**src/rtl/score_display_pkg.sv**
```systemverilog
// score_display_pkg: shared constants and FSM states for the score display controller
package score_display_pkg;
    localparam logic [3:0] BLANK_CODE = 4'hF;
    localparam int unsigned MAX_DISPLAY = 9999;
    typedef enum logic [1:0] {IDLE, CONV, COMMIT} state_t;
endpackage

```
**src/rtl/blink_timer.sv**
```systemverilog
// blink_timer: free-running half-period counter; phase starts on and is held on while disabled
module blink_timer #(
    parameter int BLINK_DIV = 25_000_000
) (
    input  logic clk,
    input  logic rst_n,
    input  logic en,
    output logic phase
);
    localparam int CW = $clog2(BLINK_DIV);
    logic [CW-1:0] cnt_q, cnt_d;
    logic phase_q, phase_d;
    logic wrap;
    assign wrap = cnt_q == CW'(BLINK_DIV - 1);
    always_comb begin
        cnt_d   = !en ? '0 : wrap ? '0 : cnt_q + CW'(1);
        phase_d = !en ? 1'b1 : wrap ? !phase_q : phase_q;
    end
    always_ff @(posedge clk or negedge rst_n) begin
        if (!rst_n) begin
            cnt_q   <= '0;
            phase_q <= 1'b1;
        end else begin
            cnt_q   <= cnt_d;
            phase_q <= phase_d;
        end
    end
    assign phase = phase_q;
endmodule

```
**src/rtl/score_display_ctrl.sv**
```systemverilog
// score_display_ctrl: binary-to-BCD conversion with leading-zero blanking, saturation and blink/blank mux
module score_display_ctrl
    import score_display_pkg::*;
#(
    parameter int BIN_W     = 14,
    parameter int DIGITS    = 4,
    parameter int BLINK_DIV = 25_000_000
) (
    input  logic                  clk,
    input  logic                  rst_n,
    input  logic                  load,
    input  logic [BIN_W-1:0]      value,
    input  logic                  blank_all,
    input  logic                  blink_en,
    output logic                  busy,
    output logic                  valid,
    output logic                  ovf,
    output logic [4*DIGITS-1:0]   digits
);
    localparam int CW = $clog2(BIN_W + 1);
    localparam int DW = 4 * DIGITS;
    state_t state_q, state_d;
    logic [BIN_W-1:0] bin_q, bin_d;
    logic [DW-1:0] bcd_q, bcd_d, dig_q, dig_d, adj, blanked;
    logic [CW-1:0] cnt_q, cnt_d;
    logic sat_q, sat_d, ovf_q, ovf_d, valid_q, valid_d;
    logic phase, lead;
    blink_timer #(.BLINK_DIV(BLINK_DIV)) u_blink (
        .clk   (clk),
        .rst_n (rst_n),
        .en    (blink_en),
        .phase (phase)
    );
    // add-3 correction and leading-zero blanking; digit 0 is never blanked
    always_comb begin
        adj     = bcd_q;
        blanked = bcd_q;
        lead    = 1'b1;
        for (int i = 0; i < DIGITS; i++)
            adj[4*i+:4] = bcd_q[4*i+:4] >= 4'd5 ? bcd_q[4*i+:4] + 4'd3 : bcd_q[4*i+:4];
        for (int i = DIGITS - 1; i > 0; i--) begin
            if (lead && bcd_q[4*i+:4] == 4'd0) blanked[4*i+:4] = BLANK_CODE;
            else lead = 1'b0;
        end
    end
    always_comb begin
        state_d = state_q;
        bin_d   = bin_q;
        bcd_d   = bcd_q;
        cnt_d   = cnt_q;
        sat_d   = sat_q;
        dig_d   = dig_q;
        ovf_d   = ovf_q;
        valid_d = 1'b0;
        case (state_q)
            IDLE: if (load) begin
                bin_d   = value;
                bcd_d   = '0;
                cnt_d   = CW'(BIN_W);
                sat_d   = 32'(value) > MAX_DISPLAY;
                state_d = CONV;
            end
            CONV: begin
                {bcd_d, bin_d} = {adj, bin_q} << 1;
                cnt_d          = cnt_q - CW'(1);
                state_d        = cnt_q == CW'(1) ? COMMIT : CONV;
            end
            COMMIT: begin
                dig_d   = sat_q ? {DIGITS{4'd9}} : blanked;
                ovf_d   = sat_q;
                valid_d = 1'b1;
                state_d = IDLE;
            end
            default: state_d = IDLE;
        endcase
    end
    always_ff @(posedge clk or negedge rst_n) begin
        if (!rst_n) begin
            state_q <= IDLE;
            bin_q   <= '0;
            bcd_q   <= '0;
            cnt_q   <= '0;
            sat_q   <= 1'b0;
            dig_q   <= {DIGITS{BLANK_CODE}};
            ovf_q   <= 1'b0;
            valid_q <= 1'b0;
        end else begin
            state_q <= state_d;
            bin_q   <= bin_d;
            bcd_q   <= bcd_d;
            cnt_q   <= cnt_d;
            sat_q   <= sat_d;
            dig_q   <= dig_d;
            ovf_q   <= ovf_d;
            valid_q <= valid_d;
        end
    end
    assign busy   = state_q != IDLE;
    assign valid  = valid_q;
    assign ovf    = ovf_q;
    assign digits = (blank_all || (blink_en && !phase)) ? {DIGITS{BLANK_CODE}} : dig_q;
endmodule

```
**config.mk**
```make
export PLATFORM = sky130hd
export DESIGN_NAME = score_display_ctrl
export DESIGN_NICKNAME = d
export VERILOG_FILES = /design/src/rtl/score_display_pkg.sv /design/src/rtl/blink_timer.sv /design/src/rtl/score_display_ctrl.sv
export SDC_FILE = /design/constraint.sdc
export NUM_CORES = 1
export LEC_CHECK = 0
export BUFFER_PORTS_ARGS = -buffer_cell sky130_fd_sc_hd__buf_2
export CAP_MARGIN = 30
export CORE_ASPECT_RATIO = 2
export CORE_UTILIZATION = 50
export DETAILED_ROUTE_END_ITERATION = 16
export PLACE_DENSITY = 0.72
export SYNTH_ARGS = -nofsm -noshare
export SYNTH_HDL_FRONTEND = slang
export SYNTH_HIERARCHICAL = 1
export SYNTH_SLANG_ARGS = --single-unit
```
**constraint.sdc**
```tcl
create_clock -name clk -period 1.87 [get_ports clk]
set_clock_uncertainty 0.15 [all_clocks]
set_input_delay 0.374 -clock clk [delete_from_list [all_inputs] [get_ports clk]]
set_output_delay 0.374 -clock clk [all_outputs]
set_load 0.01 [all_outputs]
```
### Word level (Yosys, flattened, before mapping)

Cells that the tools add are included.

* flip-flop bits (word level): 81
* latch bits: 0
* RAM bits: 0
* bits in read-only memories: 0
* output and inout port bits: 19
* memories: 0

* add/sub/neg operators: 6
* multipliers: 0
* divide/modulo/power cells: 0
* order comparisons: 5
* equality and inequality tests: 6
* shifts and indexed selects: 0
* mux-type cells: 25
* bitwise logic cells: 0
* reduce and logical (&&, ||, !) cells: 13

Operators with widths (count)
* $mux W25: 2
* $mux W16: 3
* $pmux W16 S2: 1
* $mux W4: 7
* $pmux W14 S2: 1
* $add A25 B1 Y25 const B: 1
* $eq A25 B25 Y1 const B: 1
* $ge A4 B3 Y1 const B: 4
* $gt A14 B14 Y1 const B: 1
* $mux W14: 1
* $add A4 B2 Y4 const B: 3
* $logic_not A4 Y1: 3
* $pmux W4 S2: 1
* $mux W1: 5
* $eq A4 B1 Y1 const B: 1
* $mux W2: 2
* $pmux W2 S2: 1
* $reduce_and A2 Y1: 2
* $reduce_bool A2 Y1: 2
* $sub A4 B1 Y4 const B: 1
* $add A3 B2 Y3 const B: 1
* $logic_and A1 B1 Y1: 3
* $mux W3: 1
* $eq A2 B1 Y1 const B: 1
* other kinds (6): 6

### Logic depth before layout (Yosys ltp)

Gate-level depths: netlist of the first run.

* depth in word-level cells: 7
* gate-level depth with buffers: 6

### Hierarchy

Netlist of the first run, hierarchy kept.

Modules (own cells, without submodules)
* score_display_ctrl: times used 1, cells an instance 297, area each 2830.2 µm²
* blink_timer: times used 1, cells an instance 138, area each 1347.5 µm²

### Least setup slack after synthesis of the first run

OpenSTA, ideal clock, no wires.

* path kind: register -> register
* start: register u_blink.cnt_q[0]
* end: register u_blink.cnt_q[3]
* arrival: 1790 ps
* required time: 1588 ps
* setup slack: -202 ps
* stages on the path, launching flop included: 7
* path buffers: 1
* path through: dfrtp_1 > ha_1 > and2_1 > nand4_1 > o31ai_1 > clkbuf_1 > nor2_1

* word-level cells in the longest chain between the ends: 3
* elaborated cells on any way between the ends: 4
* those cells by class: add/sub: 1; eq/ne: 1; mux: 2

RTL lines
* start, declared: RTL line blink_timer.sv:11 `logic [CW-1:0] cnt_q, cnt_d;`
* start signal, assigned: RTL line blink_timer.sv:24 `cnt_q <= cnt_d;`
* $add A25 B1 Y25 / $eq A25 B25 Y1 (equally long branches): RTL line blink_timer.sv:16, blink_timer.sv:14
* $mux W25 (*) (2 in series): RTL line blink_timer.sv:16 `cnt_d = !en ? '0 : wrap ? '0 : cnt_q + CW'(1);`
* via u_blink.cnt_d[3]: RTL line blink_timer.sv:11

The timed path passes the listed nets; every way through them passes the cells marked *.
A chain may end at the register's enable or synchronous reset.

### Worst setup path after layout of the first run

* start: register u_blink.cnt_q[12]
* end: register u_blink.cnt_q[21]

The elaborated chain is that of the path after synthesis.

==> flow_summary.toml, run 1 <==
[outcome]
status = "finished, violations left"
violations = "setup timing"

[die]
core_area_um2 = 8000
start_util = 0.522
fp.dieH_um = 131
rows = 46
io_pins = 38
fp.dieW_um = 66.6
dieArea_um2 = 8750

[synth]
ys_ff_latch = 81
yosysSeqAreaShare = 0.490
synth_edf_count = 0
synthArstFlopShare = 1.00
synth_cells = 435
synth_common_cells = "nand2_1 (73), dfrtp_1 (64), nor2_1 (31), o21ai_0 (24), nand2b_1 (22)"
synthTopCellsByArea = "dfrtp_1 (38%), dfstp_2 (11%), nand2_1 (6.6%)"
syn_avg_cell_area_um2 = 9.60
synthDistinctLibCells = 53
syn_area_um2 = 4180
yosys.area.top_type_share = 0.383
synth.net_count = 467
dominantRegCellSynth = "dfrtp_1"
synth_most_common_cell = "nand2_1"
yosysWarnings = 6
synth_top_area_cell = "dfrtp_1"

[sta]
timing.slew.headroom = 0.688
finalMaxSlewViolations = 0
fin_crit_sh = 1.12
fin_crit_ps = 2100
worst_slack_ps = -232
tightest_slew_ps = 468
rsz0062_at_grt = "true"
setup_violations = 41
hold_viol = 0
max_freq_mhz = 476

[drt]
postRouteAntennaNets = 0
via_per_inst = 5.73
firstDrtPassIters = 4
wl_um = 11000
vias = 3579
drt_iter0_drc = 247
wl_per_cell_um = 17.7
drc = 0

[clock_network]
cts_num_sinks = 81
cts_made_buffers = 9
clock-root-buffer = "clkbuf_16"
insertion_delay_ps = 340
clk_pin_slew_worst_paths_ps = 60
cts_tree = "yes"
cts_max_path_buffers = 2
cts_max_level = 3

[placed_design]
hpwl_um = 7100
portBuffers = 37
routabilityCongestion = 0.837
place_inst = 587
placed_cell_area_um2 = 4700

[power]
power.leakage_nw = 2.35
vdd_drop_max_uv = 1210
intPower_mw = 4.45
power-per-cell-area_nw_per_um2 = 1260
clock_power_share = 0.241
p_seq_frac = 0.407
p_switching_mw = 2.38
pwr-share-comb = 0.352
p_sw_frac = 0.349

[setup_path]
cp-end-kind = "register"
required_ps = 1940
critPathMaxFanout = 6
start_kind = "register"
setup.worst_path.class = "reg2reg"
critical_path_arrival_ps = 2170

[grt]
antenna_found_initial = 0
grt_usage = 0.259
grt_pass1_wl_um = 16700
grt.overflow.total = 0
grt_start_max_net_pins = 49
first_global_vias = 3544

[run]
maxCapViolations = 0

[cells_and_area]
finalNetCount = 556
syn_to_final_growth_pct = 30.2
stdcell_area_um2 = 5440
num_antenna_cells = 0
drive_above_1_share = 0.355
layout.cells.non_filler = 625

[min_path]
holdCritPathClass = "in2reg"
[cells in the final DEF, fill, tap and decap left out, types with 4 or more instances in the layout]
cell       instances
a22oi_1           13
nor2_1            21
buf_6             12
dfrtp_1           61
o22ai_1            8
ha_1              11
nor2_4             8
xor2_1             6
nor3_1             6
dfstp_2           17
o2bb2ai_1          4
inv_1             15
o31ai_1            9
a31oi_1            4
a22o_1             4
or3_4              4
nand2b_1          20
nand3_1            6
buf_4             49
nand2_1           72
a21oi_1            6
and4_1             4
clkbuf_16          9
buf_2             34
o21ai_0           23
or4_1              7
xnor2_1           10
a21oi_2           10
[worst paths after layout]
check / depth (start not counted) / end / slack [ps] / start
min: 3 / bin_q[2] / 100 / value[2]
max: 8 / u_blink/cnt_q[21] / -230 / u_blink/cnt_q[12]
min reg2reg: 2 / dig_q[3] / 310 / dig_q[3]
max in group asynchronous: 3 / dig_q[9] / 700 / rst_n
min in group asynchronous: 2 / ovf / 270 / rst_n
max reg2reg: 8 / u_blink/cnt_q[21] / -230 / u_blink/cnt_q[12]
[power groups by stage]
stage          combinational, mW  clock, mW  sequential, mW
2_1_floorplan               1.74          0            2.64
3_5_place_dp                2.27          0            2.80
4_1_cts                     2.35       1.67            2.77
6_report                    2.40       1.65            2.78
5_1_grt                     2.69       1.76            2.85
3_3_place_gp                2.19          0            2.77
[critical path: stages, from the launching register on]
cell and delay (ps):
dfrtp_1 390, buf_4 160, nor4b_2 220, nand4_1 210, buf_4 200, o31ai_4 290
buf_6 190, buf_16 150, a21oi_2 40
[registers in the layout, indices dropped and copies added (netlist names)]
| register | count |
|---|---|
| u_blink/cnt_q | 25 |
| bcd_q | 16 |
| dig_q | 16 |
| bin_q | 14 |
| cnt_q | 4 |
| state_q | 2 |
| ovf | 1 |
| sat_q | 1 |
| u_blink/phase | 1 |
| valid | 1 |
[layout make-up]
type,count,area [µm²]
Tap cell,96,120
Clock inverter,2,11.3
Fill cell,608,2560
Timing Repair Buffer,99,751
Sequential cell,81,2050
Clock buffer,14,264
Inverter,17,63.8
Multi-Input combinational cell,316,2180
[metrics by stage]
stage | setup TNS (ps) | util | setup slack [ps] | hold WS (ps) | power [mW]
6_report | -6410 | 0.680 | -232 | 96.7 | 6.83
5_1_grt | -8150 | 0.680 | -263 | 112 | 7.30
4_1_cts | -3330 | 0.653 | -138 | 94.8 | 6.79
3_5_place_dp | -2860 | 0.587 | -140 | 81.3 | 5.07
3_3_place_gp | -1510 | 0.587 | -83.8 | 78.4 | 4.95
2_1_floorplan | -353 | - | -92.6 | -71.6 | 4.38
[kinds of logic after synthesis]
kind of cell / after synthesis / share of synthesized area
xor gates and xnor gates: 17 / 0.0356
and+or+nand+nor: 185 / 0.231
buffers and inverters: 38 / 0.0458
AOI/OAI and AO/OA: 97 / 0.148
DFF: 81 / 0.490
muxes: 4 / 0.0105
adders and majority gates: 13 / 0.0389
[routing by layer]
layer | share of wire | wire length [µm] | track usage | vias to the layer above
li1 | - | - | - | 1697
met1 | 0.35 | 3810 | 0.252 | 1748
met2 | 0.58 | 6380 | 0.479 | 95
met3 | 0.030 | 327 | 0.0503 | 39
met4 | 0.047 | 517 | 0.138 | 0
met5 | 0 | 0 | 0 | -
[timing repair]
action / 4_1_cts / 5_1_grt
pin swaps: 14 / 20
setup buffers: 14 / 4
setup endpoints to repair: 41 / 49
hold buffers: 1 / 0
gates resized for setup: 19 / 56
hold endpoints to repair: 10 / 0
cloned: 3 / 1
(Power assumes the default switching activity.)
==> run 2, diff against run 1 <==
--- a/config.mk
+++ b/config.mk
@@ -8,9 +8,9 @@
 export BUFFER_PORTS_ARGS = -buffer_cell sky130_fd_sc_hd__buf_2
 export CAP_MARGIN = 30
 export CORE_ASPECT_RATIO = 2
-export CORE_UTILIZATION = 50
+export CORE_UTILIZATION = 59
 export DETAILED_ROUTE_END_ITERATION = 16
-export PLACE_DENSITY = 0.72
+export PLACE_DENSITY = 0.79
 export SYNTH_ARGS = -nofsm -noshare
 export SYNTH_HDL_FRONTEND = slang
 export SYNTH_HIERARCHICAL = 1
==> constraint.sdc (replaced) <==
create_clock -name clk -period 2 [get_ports clk]
set_clock_uncertainty 0.15 [all_clocks]
set_input_delay 0.4 -clock clk [delete_from_list [all_inputs] [get_ports clk]]
set_output_delay 0.4 -clock clk [all_outputs]
set_load 0.01 [all_outputs]
==> run 2 against run 1 <==
The run still ends with setup timing left. Clock-buffer cell count is 1 lower. Worst setup slack gained 200 ps. Clock power fell by 6%. Global-route usage up 6.2 points. Die area is 15% lower. Sequential share of layout area grew 2.7 points.
==> flow_summary.toml, run 2 (synthesis gave the netlist of run 1 again) <==
[outcome]
status = "finished, violations left"
violations = "setup timing"

[setup_path]
cp-end-kind = "output port"
critical_path_arrival_ps = 1480
critPathMaxFanout = 8
required_ps = 1450
start_kind = "register"
setup.worst_path.class = "reg2out"

[clock_network]
cts_num_sinks = 81
insertion_delay_ps = 340
cts_made_buffers = 9
clk_pin_slew_worst_paths_ps = 60
cts_tree = "yes"
cts_max_path_buffers = 2
clock-root-buffer = "clkbuf_16"
cts_max_level = 3

[sta]
setup_violations = 17
fin_crit_sh = 1.01
fin_crit_ps = 2030
rsz0062_at_grt = "true"
timing.slew.headroom = 0.689
hold_viol = 0
tightest_slew_ps = 465
finalMaxSlewViolations = 0
max_freq_mhz = 493
worst_slack_ps = -29.0

[die]
rows = 43
dieArea_um2 = 7440
start_util = 0.607
fp.dieH_um = 121
io_pins = 38
core_area_um2 = 6890
fp.dieW_um = 61.5

[power]
p_switching_mw = 2.17
vdd_drop_max_uv = 1020
power.leakage_nw = 2.20
intPower_mw = 4.13
pwr-share-comb = 0.342
clock_power_share = 0.245
p_seq_frac = 0.413
power-per-cell-area_nw_per_um2 = 1240
p_sw_frac = 0.345

[cells_and_area]
num_antenna_cells = 0
layout_commonest_cell = "nand2_1"
largestRegisters = "u_blink/cnt_q x25, bcd_q x16, dig_q x16"
stdcell_area_um2 = 5070
syn_to_final_growth_pct = 21.4
finalNetCount = 526
layout_common_cells = "nand2_1 (73), dfrtp_1 (61), nor2_1 (31), buf_2 (31), buf_4 (25)"
largest-register = "u_blink/cnt_q"
largest_reg_flops = 25
drive_above_1_share = 0.271

[placed_design]
routabilityCongestion = 0.947
post-place-ws_ps = -61.7
hpwl_um = 7340
placed_cell_area_um2 = 4570
portBuffers = 37

[drt]
wl_per_cell_um = 16.9
vias = 3456
drt_iter0_drc = 178
via_per_inst = 5.88
firstDrtPassIters = 5
wl_um = 9970
postRouteAntennaNets = 0
drc = 0

[grt]
antenna_found_initial = 0
grt_usage = 0.321
grt.overflow.total = 0
grt_pass1_wl_um = 16900
first_global_vias = 3508
grt_start_max_net_pins = 34

[min_path]
holdCritPathClass = "in2reg"

[run]
maxCapViolations = 0
==> run 2: cell count changes in the layout (fill, tap and decap cells not counted), sizes merged <==
cell | previous run | this run
inv | 17 | 16
clkinvlp | 0 | 1
buf | 98 | 68
clkbuf | 14 | 13
==> run 2: worst paths after layout <==
| kind | from | end | cells past startpoint | slack (ps) |
|---|---|---|---|---|
| max | u_blink/phase | digits[12] | 5 | -30 |
| min | value[0] | bin_q[0] | 3 | 120 |
| max reg2reg | u_blink/cnt_q[0] | u_blink/cnt_q[24] | 5 | -30 |
| min reg2reg | dig_q[3] | dig_q[3] | 2 | 310 |
| max in group asynchronous | rst_n | dig_q[14] | 3 | 790 |
| min in group asynchronous | rst_n | u_blink/cnt_q[23] | 2 | 330 |
==> run 2: area by class of cell <==
| class | count | area, µm² |
|---|---|---|
| clock buffer | 13 | 270 |
| timing repair buffer | 69 | 500 |
| inverter | 17 | 63.8 |
| clock inverter | 2 | 12.5 |
| tap | 90 | 113 |
| fill | 533 | 1820 |
| multi-input combinational | 316 | 2060 |
| sequential | 81 | 2050 |
==> run 2: stage by stage <==
stage	utilization	hold slack [ps]	setup TNS, ps	total power, mW	instances
3_3_place_gp	0.664	147	-99.5	4.57	568
3_5_place_dp	0.664	144	-1170	4.70	568
5_1_grt	0.736	134	-1900	6.74	588
6_report	0.736	122	-239	6.30	588
4_1_cts	0.721	110	-350	6.32	588
2_1_floorplan	-	-45.6	0	4.09	435
==> run 2: worst max-delay path, cell delays in order (launching register included) <==
cell,delay [ps]
dfstp_2,540
inv_2,40
a21oi_4,170
buf_6,190
nand2b_1,70
buf_2,130
==> run 2: repair_timing <==
item / in CTS / in global routing
gates resized for setup: 17 / 26
hold endpoints to repair: 14 / 0
endpoints found under the setup margin: 41 / 41
cloned: 1 / 0
hold buffers: 1 / 0
pin swaps: 6 / 4
buffers inserted: 3 / 0
==> run 2: per-layer routing <==
metal,track usage,routed length (µm),vias to the layer above
met1,0.323,3420,1688
met5,0,0,-
met4,0.182,541,0
met2,0.542,5710,80
li1,-,-,1648
met3,0.113,297,40
==> run 2: power by group through the flow <==
| stage | Combinational [mW] | Sequential, mW | Clock (mW) |
|---|---|---|---|
| final | 2.15 | 2.60 | 1.55 |
| after global routing | 2.44 | 2.67 | 1.64 |
| after CTS | 2.14 | 2.59 | 1.59 |
| after detailed placement | 2.09 | 2.62 | 0 |
| after global placement | 1.98 | 2.60 | 0 |
| after floorplan | 1.63 | 2.46 | 0 |
==> run 3, diff against run 2 <==
--- a/config.mk
+++ b/config.mk
@@ -10,6 +10,7 @@
 export CORE_ASPECT_RATIO = 2
 export CORE_UTILIZATION = 59
 export DETAILED_ROUTE_END_ITERATION = 16
+export MAX_ROUTING_LAYER = met4
 export PLACE_DENSITY = 0.79
 export SYNTH_ARGS = -nofsm -noshare
 export SYNTH_HDL_FRONTEND = slang
==> run 3 against run 2 <==
Critical path depth stayed put. Combinational power hardly changed. The run still ends with setup timing left. Die area stayed put. Total power is 0.30% higher. Maximum frequency is 0.29% lower.
==> flow_summary.toml, run 3 (synthesis gave the netlist of run 1 again) <==
[setup_path]
setup.worst_path.class = "reg2out"
critPathMaxStageDelay_ps = 540
start_kind = "register"
cpMaxStageDelayCell = "dfstp_2"
path_cells = "inv_2, a21oi_4, buf_8, nand2b_1, buf_2"
r2r_start = "u_blink/cnt_q[9]"
cp-end-kind = "output port"
r2r_end = "u_blink/cnt_q[21]"
required_ps = 1450
reg2reg_depth = 6
critical_path_arrival_ps = 1480
rrSetupSlack_ps = -30
critPathMaxFanout = 8

[grt]
grt_usage = 0.330
grt_pass1_wl_um = 17000
first_global_vias = 3512
grt.overflow.total = 0
grt_start_max_net_pins = 34
antenna_found_initial = 0

[die]
core_area_um2 = 6890
fp.dieW_um = 61.5
dieArea_um2 = 7440
start_util = 0.607
io_pins = 38
rows = 43
fp.dieH_um = 121

[power]
vdd_drop_max_uv = 1020
pwr-share-comb = 0.342
p_seq_frac = 0.412
p_total_mw = 6.32
power-per-cell-area_nw_per_um2 = 1240
p_switching_mw = 2.19
p_sw_frac = 0.346
clock_power_share = 0.246
intPower_mw = 4.13
power.leakage_nw = 2.21

[placed_design]
placed_cell_area_um2 = 4570
portBuffers = 37
post-place-ws_ps = -61.7
hpwl_um = 7340
place_inst = 568
routabilityCongestion = 0.964

[cells_and_area]
largest-register = "u_blink/cnt_q"
stdcell_area_um2 = 5100
layout_commonest_cell = "nand2_1"
largest_reg_flops = 25
num_antenna_cells = 0
drive_above_1_share = 0.278
n_fill_cell = 526
regArea_um2 = 2050
layout_common_cells = "nand2_1 (73), dfrtp_1 (62), nor2_1 (31), buf_2 (31), buf_4 (28)"
syn_to_final_growth_pct = 22.0
largestRegisters = "u_blink/cnt_q x25, bcd_q x16, dig_q x16"
layout.cells.non_filler = 590
finalNetCount = 528
multi_input_area_um2 = 2080

[clock_network]
insertion_delay_ps = 340
cts_num_sinks = 81
clk_pin_slew_worst_paths_ps = 60
cts_made_buffers = 9
cts_max_level = 3
clock-root-buffer = "clkbuf_16"
cts_max_path_buffers = 2
cts_tree = "yes"

[sta]
tightest_slew_ps = 463
hold_viol = 0
worst_slack_ps = -34.9
timing.slew.headroom = 0.690
fin_crit_ps = 2030
rsz0062_at_grt = "true"
setup_violations = 17
fin_crit_sh = 1.02
max_freq_mhz = 491
finalMaxSlewViolations = 0

[min_path]
worstHoldStart = "value[0]"
holdCritPathClass = "in2reg"
whs_endpoint = "bin_q[0]"
whs_path_depth = 3

[drt]
drc = 0
drt_iter0_drc = 191
vias = 3536
postRouteAntennaNets = 0
wl_um = 10300
firstDrtPassIters = 5
via_per_inst = 5.99
wl_per_cell_um = 17.5

[outcome]
status = "finished, violations left"
violations = "setup timing"

[run]
maxCapViolations = 0
run 3: critical path: cells and delay by family, from the launching register on:
kind | cells | cell delay (ps)
buffers and inverters | 3 | 360
DFF | 1 | 540
and+or+nand+nor | 1 | 80
AOI/OAI and AO/OA | 1 | 170
run 3: worst max-delay path by stage:
stage / from / to
6_report: u_blink/phase / digits[7]
3_5_place_dp: u_blink/cnt_q[9] / u_blink/cnt_q[10]
5_1_grt: u_blink/phase / digits[7]
3_3_place_gp: u_blink/cnt_q[9] / u_blink/cnt_q[13]
2_1_floorplan: u_blink/cnt_q[0] / u_blink/cnt_q[18]
4_1_cts: u_blink/phase / digits[7]
run 3: area by class of cell:
class                      instances  area share
multi-input combinational        316       0.407
sequential                        81       0.402
timing repair buffer              71       0.100
clock buffer                      13      0.0530
tap                               90      0.0221
inverter                          17      0.0125
clock inverter                     2     0.00245
run 3: repair_timing:
item | 4_1_cts | 5_1_grt
setup endpoints to repair | 41 | 41
hold buffers | 1 | 0
resized for setup | 17 | 27
buffers inserted | 3 | 2
endpoints found under the hold margin | 14 | 0
pin swaps | 6 | 7
gates cloned | 1 | 0
run 3: through the flow:
step / util / hold slack (ps) / setup TNS, ps
after detailed placement: 0.664 / 144 / -1170
after floorplan: - / -45.6 / 0
after CTS: 0.721 / 110 / -350
after global placement: 0.664 / 147 / -99.5
final: 0.740 / 120 / -343
after global routing: 0.740 / 134 / -1960
run 3: power groups by stage:
stage	Sequential (mW)	Clock (mW)	Combinational (mW)
4_1_cts	2.59	1.59	2.14
5_1_grt	2.67	1.64	2.44
6_report	2.60	1.55	2.16
3_5_place_dp	2.62	0	2.09
2_1_floorplan	2.46	0	1.63
3_3_place_gp	2.60	0	1.98
run 3: metal layers:
layer	global-route usage	share of wire	vias to the layer above
li1	-	-	1648
met1	0.325	0.34	1738
met2	0.540	0.57	106
met3	0.113	0.041	44
met4	0.185	0.051	0
met5	-	0	-
